===== config.mk =====
export PLATFORM = sky130hd
export DESIGN_NAME = lsu_mem_master
export DESIGN_NICKNAME = d
export VERILOG_FILES = /design/src/rtl/lsu_pkg.sv /design/src/rtl/lsu_lane_align.sv /design/src/rtl/lsu_mem_master.sv
export SDC_FILE = /design/constraint.sdc
export NUM_CORES = 1
export LEC_CHECK = 0
export CORE_ASPECT_RATIO = 0.9
export CORE_UTILIZATION = 40
export DETAILED_ROUTE_END_ITERATION = 6
export PLACE_DENSITY_LB_ADDON = 0.3
export RECOVER_POWER = 25
export SYNTH_ARGS = -nofsm -noshare
export SYNTH_HDL_FRONTEND = slang
export SYNTH_SLANG_ARGS = --single-unit

===== constraint.sdc =====
create_clock -name clk -period 6 [get_ports clk]
set_input_delay 0.9 -clock clk [delete_from_list [all_inputs] [get_ports clk]]
set_output_delay 0.9 -clock clk [all_outputs]
set_load 0.01 [all_outputs]

===== src/rtl/lsu_pkg.sv =====
// Shared width codes, state encoding and access-size helpers for the load/store memory master.
package lsu_pkg;

  localparam logic [2:0] FUNCT3_B  = 3'b000;
  localparam logic [2:0] FUNCT3_H  = 3'b001;
  localparam logic [2:0] FUNCT3_W  = 3'b010;
  localparam logic [2:0] FUNCT3_BU = 3'b100;
  localparam logic [2:0] FUNCT3_HU = 3'b101;

  localparam logic [1:0] IDLE   = 2'd0;
  localparam logic [1:0] ACCESS = 2'd1;
  localparam logic [1:0] RESP   = 2'd2;

  typedef enum logic [1:0] {
    S_IDLE   = IDLE,
    S_ACCESS = ACCESS,
    S_RESP   = RESP
  } state_t;

  // Bytes touched by an access of the given width code.
  function automatic logic [2:0] access_size(input logic [2:0] funct3);
    case (funct3)
      FUNCT3_H, FUNCT3_HU: access_size = 3'd2;
      FUNCT3_W:            access_size = 3'd4;
      default:             access_size = 3'd1;
    endcase
  endfunction

  // Unsigned variants only exist for loads.
  function automatic logic funct3_legal(input logic we, input logic [2:0] funct3);
    case (funct3)
      FUNCT3_B, FUNCT3_H, FUNCT3_W: funct3_legal = 1'b1;
      FUNCT3_BU, FUNCT3_HU:         funct3_legal = !we;
      default:                      funct3_legal = 1'b0;
    endcase
  endfunction

endpackage


===== src/rtl/lsu_lane_align.sv =====
// Byte-lane decode: store write mask, alignment check and load-data extension.
module lsu_lane_align
  import lsu_pkg::*;
(
  input  logic [2:0]  funct3,
  input  logic        we,
  input  logic [1:0]  addr,
  input  logic [31:0] rdata,
  output logic [3:0]  w_enb,
  output logic        misaligned,
  output logic [31:0] load_data
);

  always_comb begin
    w_enb      = 4'b0000;
    misaligned = 1'b0;
    load_data  = 32'd0;
    case (funct3)
      FUNCT3_B: begin
        w_enb     = we ? 4'b0001 : 4'b0000;
        load_data = {{24{rdata[7]}}, rdata[7:0]};
      end
      FUNCT3_H: begin
        w_enb      = we ? 4'b0011 : 4'b0000;
        misaligned = addr[0];
        load_data  = {{16{rdata[15]}}, rdata[15:0]};
      end
      FUNCT3_W: begin
        w_enb      = we ? 4'b1111 : 4'b0000;
        misaligned = (addr != 2'b00);
        load_data  = rdata;
      end
      FUNCT3_BU: load_data = {24'd0, rdata[7:0]};
      FUNCT3_HU: begin
        misaligned = addr[0];
        load_data  = {16'd0, rdata[15:0]};
      end
      default: ;
    endcase
  end

endmodule


===== src/rtl/lsu_mem_master.sv =====
// Load/store initiator: one request at a time, a single-cycle memory access,
// and a held response; illegal requests are answered with an error without touching memory.
module lsu_mem_master
  import lsu_pkg::*;
#(
  parameter int unsigned ADDR_BITS = 10
) (
  input  logic        clk,
  input  logic        rst,
  input  logic        req_valid,
  output logic        req_ready,
  input  logic        req_we,
  input  logic [2:0]  req_funct3,
  input  logic [31:0] req_addr,
  input  logic [31:0] req_wdata,
  output logic        rsp_valid,
  input  logic        rsp_ready,
  output logic [31:0] rsp_rdata,
  output logic        rsp_err,
  output logic [3:0]  mem_w_enb,
  output logic        mem_r_enb,
  output logic [31:0] mem_addr,
  output logic [31:0] mem_w_data,
  input  logic [31:0] mem_r_data
);

  localparam int unsigned XW = 33;
  localparam logic [XW-1:0] MAX_ADDR = XW'((64'd1 << ADDR_BITS) - 64'd1);

  state_t        state;
  logic          cap_we;
  logic [2:0]    cap_funct3;

  logic [2:0]    la_funct3;
  logic [3:0]    la_w_enb;
  logic          la_misaligned;
  logic [31:0]   la_load_data;
  logic [XW-1:0] last_byte;
  logic          out_of_range;
  logic          req_legal;

  // In IDLE the lane decoder judges the incoming request; afterwards it extends the captured load.
  assign la_funct3 = (state == S_IDLE) ? req_funct3 : cap_funct3;

  lsu_lane_align u_lane_align (
    .funct3     (la_funct3),
    .we         (req_we),
    .addr       (req_addr[1:0]),
    .rdata      (mem_r_data),
    .w_enb      (la_w_enb),
    .misaligned (la_misaligned),
    .load_data  (la_load_data)
  );

  assign last_byte    = XW'(req_addr) + XW'(access_size(req_funct3)) - XW'(1);
  assign out_of_range = (last_byte > MAX_ADDR);
  assign req_legal    = funct3_legal(req_we, req_funct3) && !la_misaligned && !out_of_range;

  always_ff @(posedge clk) begin
    if (!rst) begin
      state      <= S_IDLE;
      cap_we     <= 1'b0;
      cap_funct3 <= 3'd0;
      req_ready  <= 1'b1;
      rsp_valid  <= 1'b0;
      rsp_err    <= 1'b0;
      rsp_rdata  <= 32'd0;
      mem_w_enb  <= 4'b0000;
      mem_r_enb  <= 1'b0;
      mem_addr   <= 32'd0;
      mem_w_data <= 32'd0;
    end else begin
      case (state)
        S_IDLE: begin
          if (req_valid && req_ready) begin
            cap_we     <= req_we;
            cap_funct3 <= req_funct3;
            req_ready  <= 1'b0;
            if (req_legal) begin
              state      <= S_ACCESS;
              mem_addr   <= req_addr;
              mem_w_data <= req_wdata;
              mem_w_enb  <= la_w_enb;
              mem_r_enb  <= !req_we;
            end else begin
              state     <= S_RESP;
              rsp_valid <= 1'b1;
              rsp_err   <= 1'b1;
              rsp_rdata <= 32'd0;
            end
          end
        end
        // Write commits and read data is captured at the edge that leaves ACCESS.
        S_ACCESS: begin
          state     <= S_RESP;
          mem_w_enb <= 4'b0000;
          mem_r_enb <= 1'b0;
          rsp_valid <= 1'b1;
          rsp_err   <= 1'b0;
          rsp_rdata <= cap_we ? 32'd0 : la_load_data;
        end
        S_RESP: begin
          if (rsp_ready) begin
            state     <= S_IDLE;
            rsp_valid <= 1'b0;
            req_ready <= 1'b1;
          end
        end
        default: begin
          state     <= S_IDLE;
          rsp_valid <= 1'b0;
          req_ready <= 1'b1;
          mem_w_enb <= 4'b0000;
          mem_r_enb <= 1'b0;
        end
      endcase
    end
  end

endmodule

==> reports/results.ini, run 1 <==
[clock_network]
clockBufferDepth=2
cts.sinks=109
cts-root-buf=clkbuf_16
clkLatencyLatePin_ns=0.36
postCtsSetupBuffers=0
cts_made_buffers=9
postCtsHoldBufs=0
h-tree-depth=3
tritoncts=yes
cts_resized=0
clk_pin_slew_ns=0.07

[layout]
antennaDiodeCount=0
fin_cells=1329
final_area_mm2=0.00963
drive_gt1_frac=0.0395
area_growth_pct=34.6
fin_nets=1223
fillerInstances=1683

[detailed_routing]
dr_total_vias=7256
drtIter0Drc=485
via_per_inst=5.46
wl_per_cell_um=15.5
dr.pass1.iters=5
drt-total-wl_mm=20.6
drc=0
antenna_left=0

[logic_synthesis]
synth_nets=1059
ys_ff_latch=109
synth-main-ff-cell=dfxtp_1
synth_cells=920
ys_warn_count=0
synth_edf_count=0
syn_area_mm2=0.00716
yosysSeqAreaShare=0.305
synthArstFlopShare=0
postSynthAreaPerCell_um2=7.78
ys_types=73

[power_and_ir_drop]
p_seq_frac=0.407
power.leakage_nw=3.70
power_per_cell_area_mw_per_mm2=187
p_switching_mw=0.559
clkPwrFrac=0.362
p_comb_frac=0.232
totalPowerFinal_mw=1.80
p_int_mw=1.24
vdd_drop_max_mv=0.117
swShare=0.311

[sta]
slew_viol_final=0
max_freq_ghz=0.189
fin_setup_tns_ns=0
layout_min_cycle_time_ns=5.29
timing.final.crit_share=0.882
worstMarginPinSlew_ns=1.17
final_hold_viol_count=0
rsz0062_at_grt=false
fin_skew_ns=0.0102
setup_slack_ns=0.709
setup_violations=0
slew_headroom=0.219

[grt]
overflow=0
grt_pass1_vias=6352
grt_pass1_wl_mm=32.3
grt_max_degree=106
grt_usage=0.219
antenna_found_initial=1

[place]
gp_congestion=0.928
io_buffers=207
place_area_mm2=0.00931
place_ws_ns=0.427
hpwlAfterDp_mm=15.0
dp_cells=1313

[floorplan]
start_util=0.408
die_width_um=143
fp.dieArea_mm2=0.0184
core_area_mm2=0.0176
io_pins=208
num_rows=46
chipHeight_um=129

[critical_path]
end_kind=register
path_class=input port to register
cp.arrival_ns=5.57
required_ns=6.28
start_kind=input port
critPathMaxFanout=24

[flow_run]
drv_cap=0

[min_path]
hold_class=register to register

[outcome]
status=finished clean

[kinds of logic (layout without fill, tap and decap cells)]
| family | Yosys count | count (layout) | share of synthesized area |
|---|---|---|---|
| AND/OR/NAND/NOR | 345 | 345 | 0.234 |
| AO/OA/AOI/OAI | 244 | 244 | 0.221 |
| flip-flops | 109 | 109 | 0.305 |
| buffers and inverters | 109 | 278 | 0.0701 |
| multiplexers | 70 | 70 | 0.0979 |
| adder cells (fa/ha/maj) | 35 | 35 | 0.0622 |
| XOR/XNOR | 8 | 8 | 0.00979 |
[Yosys cell counts (all sizes together), types with 3 or more instances]
cell type	instances	share of area
a32oi	8	0.0098
nor3b	3	0.0031
a22oi	3	0.0031
nor2b	4	0.0035
nand3	12	0.0084
nor2	28	0.015
a31oi	26	0.023
nand2b	5	0.0044
a21oi	58	0.045
buf	16	0.021
xor2	4	0.0049
and3	7	0.0061
nand2	194	0.10
o211a	4	0.0056
a21boi	6	0.0063
a211oi	3	0.0031
clkbuf	46	0.024
nand4	16	0.014
and2	8	0.0070
ha	34	0.059
o21ai	71	0.050
nor3	13	0.011
o2111ai	4	0.0049
xnor2	4	0.0049
o211ai	14	0.015
o21bai	5	0.0052
mux2i	70	0.098
nand3b	33	0.035
a21o	10	0.010
inv	47	0.025
nor4	7	0.0070
o21a	10	0.010
a311oi	3	0.0037
dfxtp	109	0.30
or3	3	0.0026
[worst max-delay path, cell delays in order]
cell             delay (ns)
clkdlybuf4s50_1        0.56
or3b_2                 0.52
ha_1                   0.34
inv_1                  0.05
ha_1                   0.28
a211oi_1               0.23
o21bai_1               0.16
a41oi_1                0.39
and4b_1                0.28
o221ai_1               0.12
nor4_1                 0.31
nand4_1                0.21
nor3_4                 0.31
and3_4                 0.40
buf_12                 0.24
mux2i_1                0.24
[area by class of cell]
type	count	area [um^2]	share of cell area
clock buffer	9	225	0.0234
clock inverter	7	93.8	0.00974
inverter	47	176	0.0183
multi-input combinational	702	4480	0.466
sequential	109	2180	0.227
tap	240	300	0.0312
timing repair buffer	215	2170	0.225
[path summary, 6_finish.rpt]
kind                            slack (ns)      startpoint  cells after the start              to
worst max-delay path                  0.71   req_funct3[1]                     16     mem_addr[1]
worst min-delay path                  0.46  mem_w_data[21]                      2  mem_w_data[21]
worst max register to register        2.23        state[0]                     12     mem_addr[1]
worst min register to register        0.46  mem_w_data[21]                      2  mem_w_data[21]
[registers in the layout, indices dropped and copies added (netlist names)]
| signal | cells |
|---|---|
| rsp_valid | 1 |
| mem_w_enb | 3 |
| state | 2 |
| rsp_err | 1 |
| cap_funct3 | 3 |
| cap_we | 1 |
| mem_r_enb | 1 |
| mem_addr | 32 |
| mem_w_data | 32 |
| req_ready | 1 |
| rsp_rdata | 32 |
[through the flow]
| stage | hold WS [ns] | utilization |
|---|---|---|
| global placement | 0.441 | 0.531 |
| global route | 0.471 | 0.549 |
| finish | 0.455 | 0.549 |
| detailed placement | 0.449 | 0.531 |
| CTS | 0.462 | 0.549 |
| floorplan | 0.458 | - |
[cell usage in the layout, fill, tap and decap left out, types with 8 or more instances in the layout]
master and n:
a21o_1 10, a21oi_1 52, a31oi_1 26, a32oi_1 8, clkbuf_16 9, clkdlybuf4s50_1 156, dfxtp_1 109, dlygate4sd3_1 50
ha_1 34, inv_1 47, mux2i_1 70, nand2_1 194, nand3_1 12, nand3b_1 33, nand4_1 16, nor2_1 28
nor3_1 11, o211ai_1 14, o21a_1 10, o21ai_0 60, o21ai_1 10
[per-layer routing]
layer | up-vias | track usage | wire [um]
li1 | 3619 | - | -
met1 | 3336 | 0.300 | 9770
met2 | 259 | 0.334 | 9000
met3 | 40 | 0.0566 | 1410
met4 | 2 | 0.0721 | 454
met5 | - | 0 | 13
[power groups by stage]
stage | logic (mW) | clock network [mW] | registers, mW
after floorplan | 0.265 | 0 | 0.747
after global placement | 0.409 | 0 | 0.748
after detailed placement | 0.411 | 0 | 0.748
after CTS | 0.413 | 0.666 | 0.731
after global routing | 0.461 | 0.687 | 0.732
final | 0.416 | 0.650 | 0.731
No activity file was read; power rests on OpenSTA's default activity.
==> run 2, diff against run 1 <==
--- a/config.mk
+++ b/config.mk
@@ -5,6 +5,7 @@
 export SDC_FILE = /design/constraint.sdc
 export NUM_CORES = 1
 export LEC_CHECK = 0
+export CAP_MARGIN = 20
 export CORE_ASPECT_RATIO = 0.9
 export CORE_UTILIZATION = 40
 export DETAILED_ROUTE_END_ITERATION = 6
==> constraint.sdc (replaced) <==
create_clock -name clk -period 5.31 [get_ports clk]
set_input_delay 0.7965 -clock clk [delete_from_list [all_inputs] [get_ports clk]]
set_output_delay 0.7965 -clock clk [all_outputs]
set_load 0.01 [all_outputs]
==> run 2 against run 1 <==
Against the previous run: die area unchanged; critical endpoint is now state[0]; clock power is 0.8% higher; sequential share of layout area is 0.17 points lower; total power up 8.9%; cell count grew 0.75%; wire length fell by 0.59%.
==> reports/results.ini, run 2 (same netlist as run 1, synthesis figures left out) <==
[outcome]
status=finished clean

[layout]
area_growth_pct=35.6
fin_util=0.553
fin_nets=1233
final_common_cell=nand2_1
antennaDiodeCount=0
top_regs=mem_addr (32), mem_w_data (32), rsp_rdata (32)
drive_gt1_frac=0.0473
final_cell_mix=nand2_1 (194), clkdlybuf4s50_1 (156), dfxtp_1 (109)

[floorplan]
start_util=0.408
die_width_um=143
num_rows=46
io_pins=208
chipHeight_um=129
core_area_mm2=0.0176
fp.dieArea_mm2=0.0184

[detailed_routing]
drc=0
wl_per_cell_um=15.3
drt-total-wl_mm=20.5
dr_total_vias=7190
drtIter0Drc=416
via_per_inst=5.37
dr.pass1.iters=5
antenna_left=0

[clock_network]
postCtsSetupBuffers=0
cts-root-buf=clkbuf_16
cts.sinks=109
tritoncts=yes
clk_pin_slew_ns=0.08
clockBufferDepth=2
cts_resized=0
h-tree-depth=3
cts_made_buffers=9
clkLatencyLatePin_ns=0.36
postCtsHoldBufs=0

[flow_run]
drv_cap=0

[sta]
slew_viol_final=0
layout_min_cycle_time_ns=4.91
setup_violations=0
holdWs_ns=0.454
timing.final.crit_share=0.925
final_hold_viol_count=0
max_freq_ghz=0.204
fin_setup_tns_ns=0
slew_headroom=0.380
setup_slack_ns=0.397
rsz0062_at_grt=false
fin_skew_ns=0.0117
worstMarginPinSlew_ns=0.930

[critical_path]
cp_slowest_cell=or3b_2
cp_top_family=simple AND/OR/NAND/NOR gates
slowest_delay_ns=0.53
path_cells=clkdlybuf4s50_1, or3b_2, nand2_1, ha_1, inv_1, ha_1, inv_1, fa_1, nor2b_1, o2111ai_1, nand2_1, a221o_1, a2111o_1, a31oi_1, nand4_1, or4_1, or4b_1, nor4_2
cp.arrival_ns=5.19
required_ns=5.58
critPathMaxFanout=4
crit_buf_inv=3
start_kind=input port
path_class=input port to register
end_kind=register

[place]
place_ws_ns=0.0587
gp_congestion=0.924
hpwlAfterDp_mm=15.3
io_buffers=207

[grt]
grt_pass1_wl_mm=32.2
antenna_found_initial=0
grt_max_degree=109
overflow=0
grt_usage=0.217
grt_pass1_vias=6469

[power_and_ir_drop]
power_per_cell_area_mw_per_mm2=202
power.leakage_nw=3.75
vdd_drop_max_mv=0.149

[min_path]
hold_class=register to register

==> run 2: path summary, 6_finish.rpt <==
path                            slack [ns]  cells past startpoint              to      startpoint
worst max-delay path                  0.40                     18        state[0]   req_funct3[1]
worst max register to register        1.74                     12    mem_addr[20]        state[0]
worst min-delay path                  0.45                      2  mem_w_data[10]  mem_w_data[10]
worst min register to register        0.45                      2  mem_w_data[10]  mem_w_data[10]
==> run 2: worst reg2reg max path, delay by kind of cell, from the launching register on <==
family                 cells  cell delay (ns)
AND/OR/NAND/NOR            5             1.46
AO/OA/AOI/OAI              3             0.81
multiplexers               2             0.39
buffers and inverters      2             0.53
flip-flops                 1             0.32
==> run 2: report_power, final <==
part	switching [mW]	total [mW]	leakage [nW]	internal, mW
Combinational	0.273	0.477	2.73	0.204
Clock	0.328	0.655	0.140	0.328
Sequential	0.00340	0.825	0.879	0.821
Total	0.604	1.96	3.75	1.35
==> run 2: final cells by class <==
cell class / instances / area, um^2
clock inverter: 6 / 51.3
multi-input combinational: 702 / 4480
clock buffer: 10 / 229
inverter: 47 / 176
tap: 240 / 300
timing repair buffer: 225 / 2280
sequential: 109 / 2180
fill: 1688 / 7850
==> run 2: routing by layer <==
metal | track usage | routed length (um)
met5 | 0 | 0
met3 | 0.0484 | 1440
met1 | 0.284 | 9400
met2 | 0.356 | 9380
met4 | 0.0620 | 301
==> run 2: through the flow <==
step                      std cells  area, um^2  power [mW]
final                          1339        9710        1.96
after global routing           1339        9710        2.06
after CTS                      1339        9710        1.97
after detailed placement       1323        9430        1.32
after global placement         1323        9430        1.31
after floorplan                 920        7160        1.14
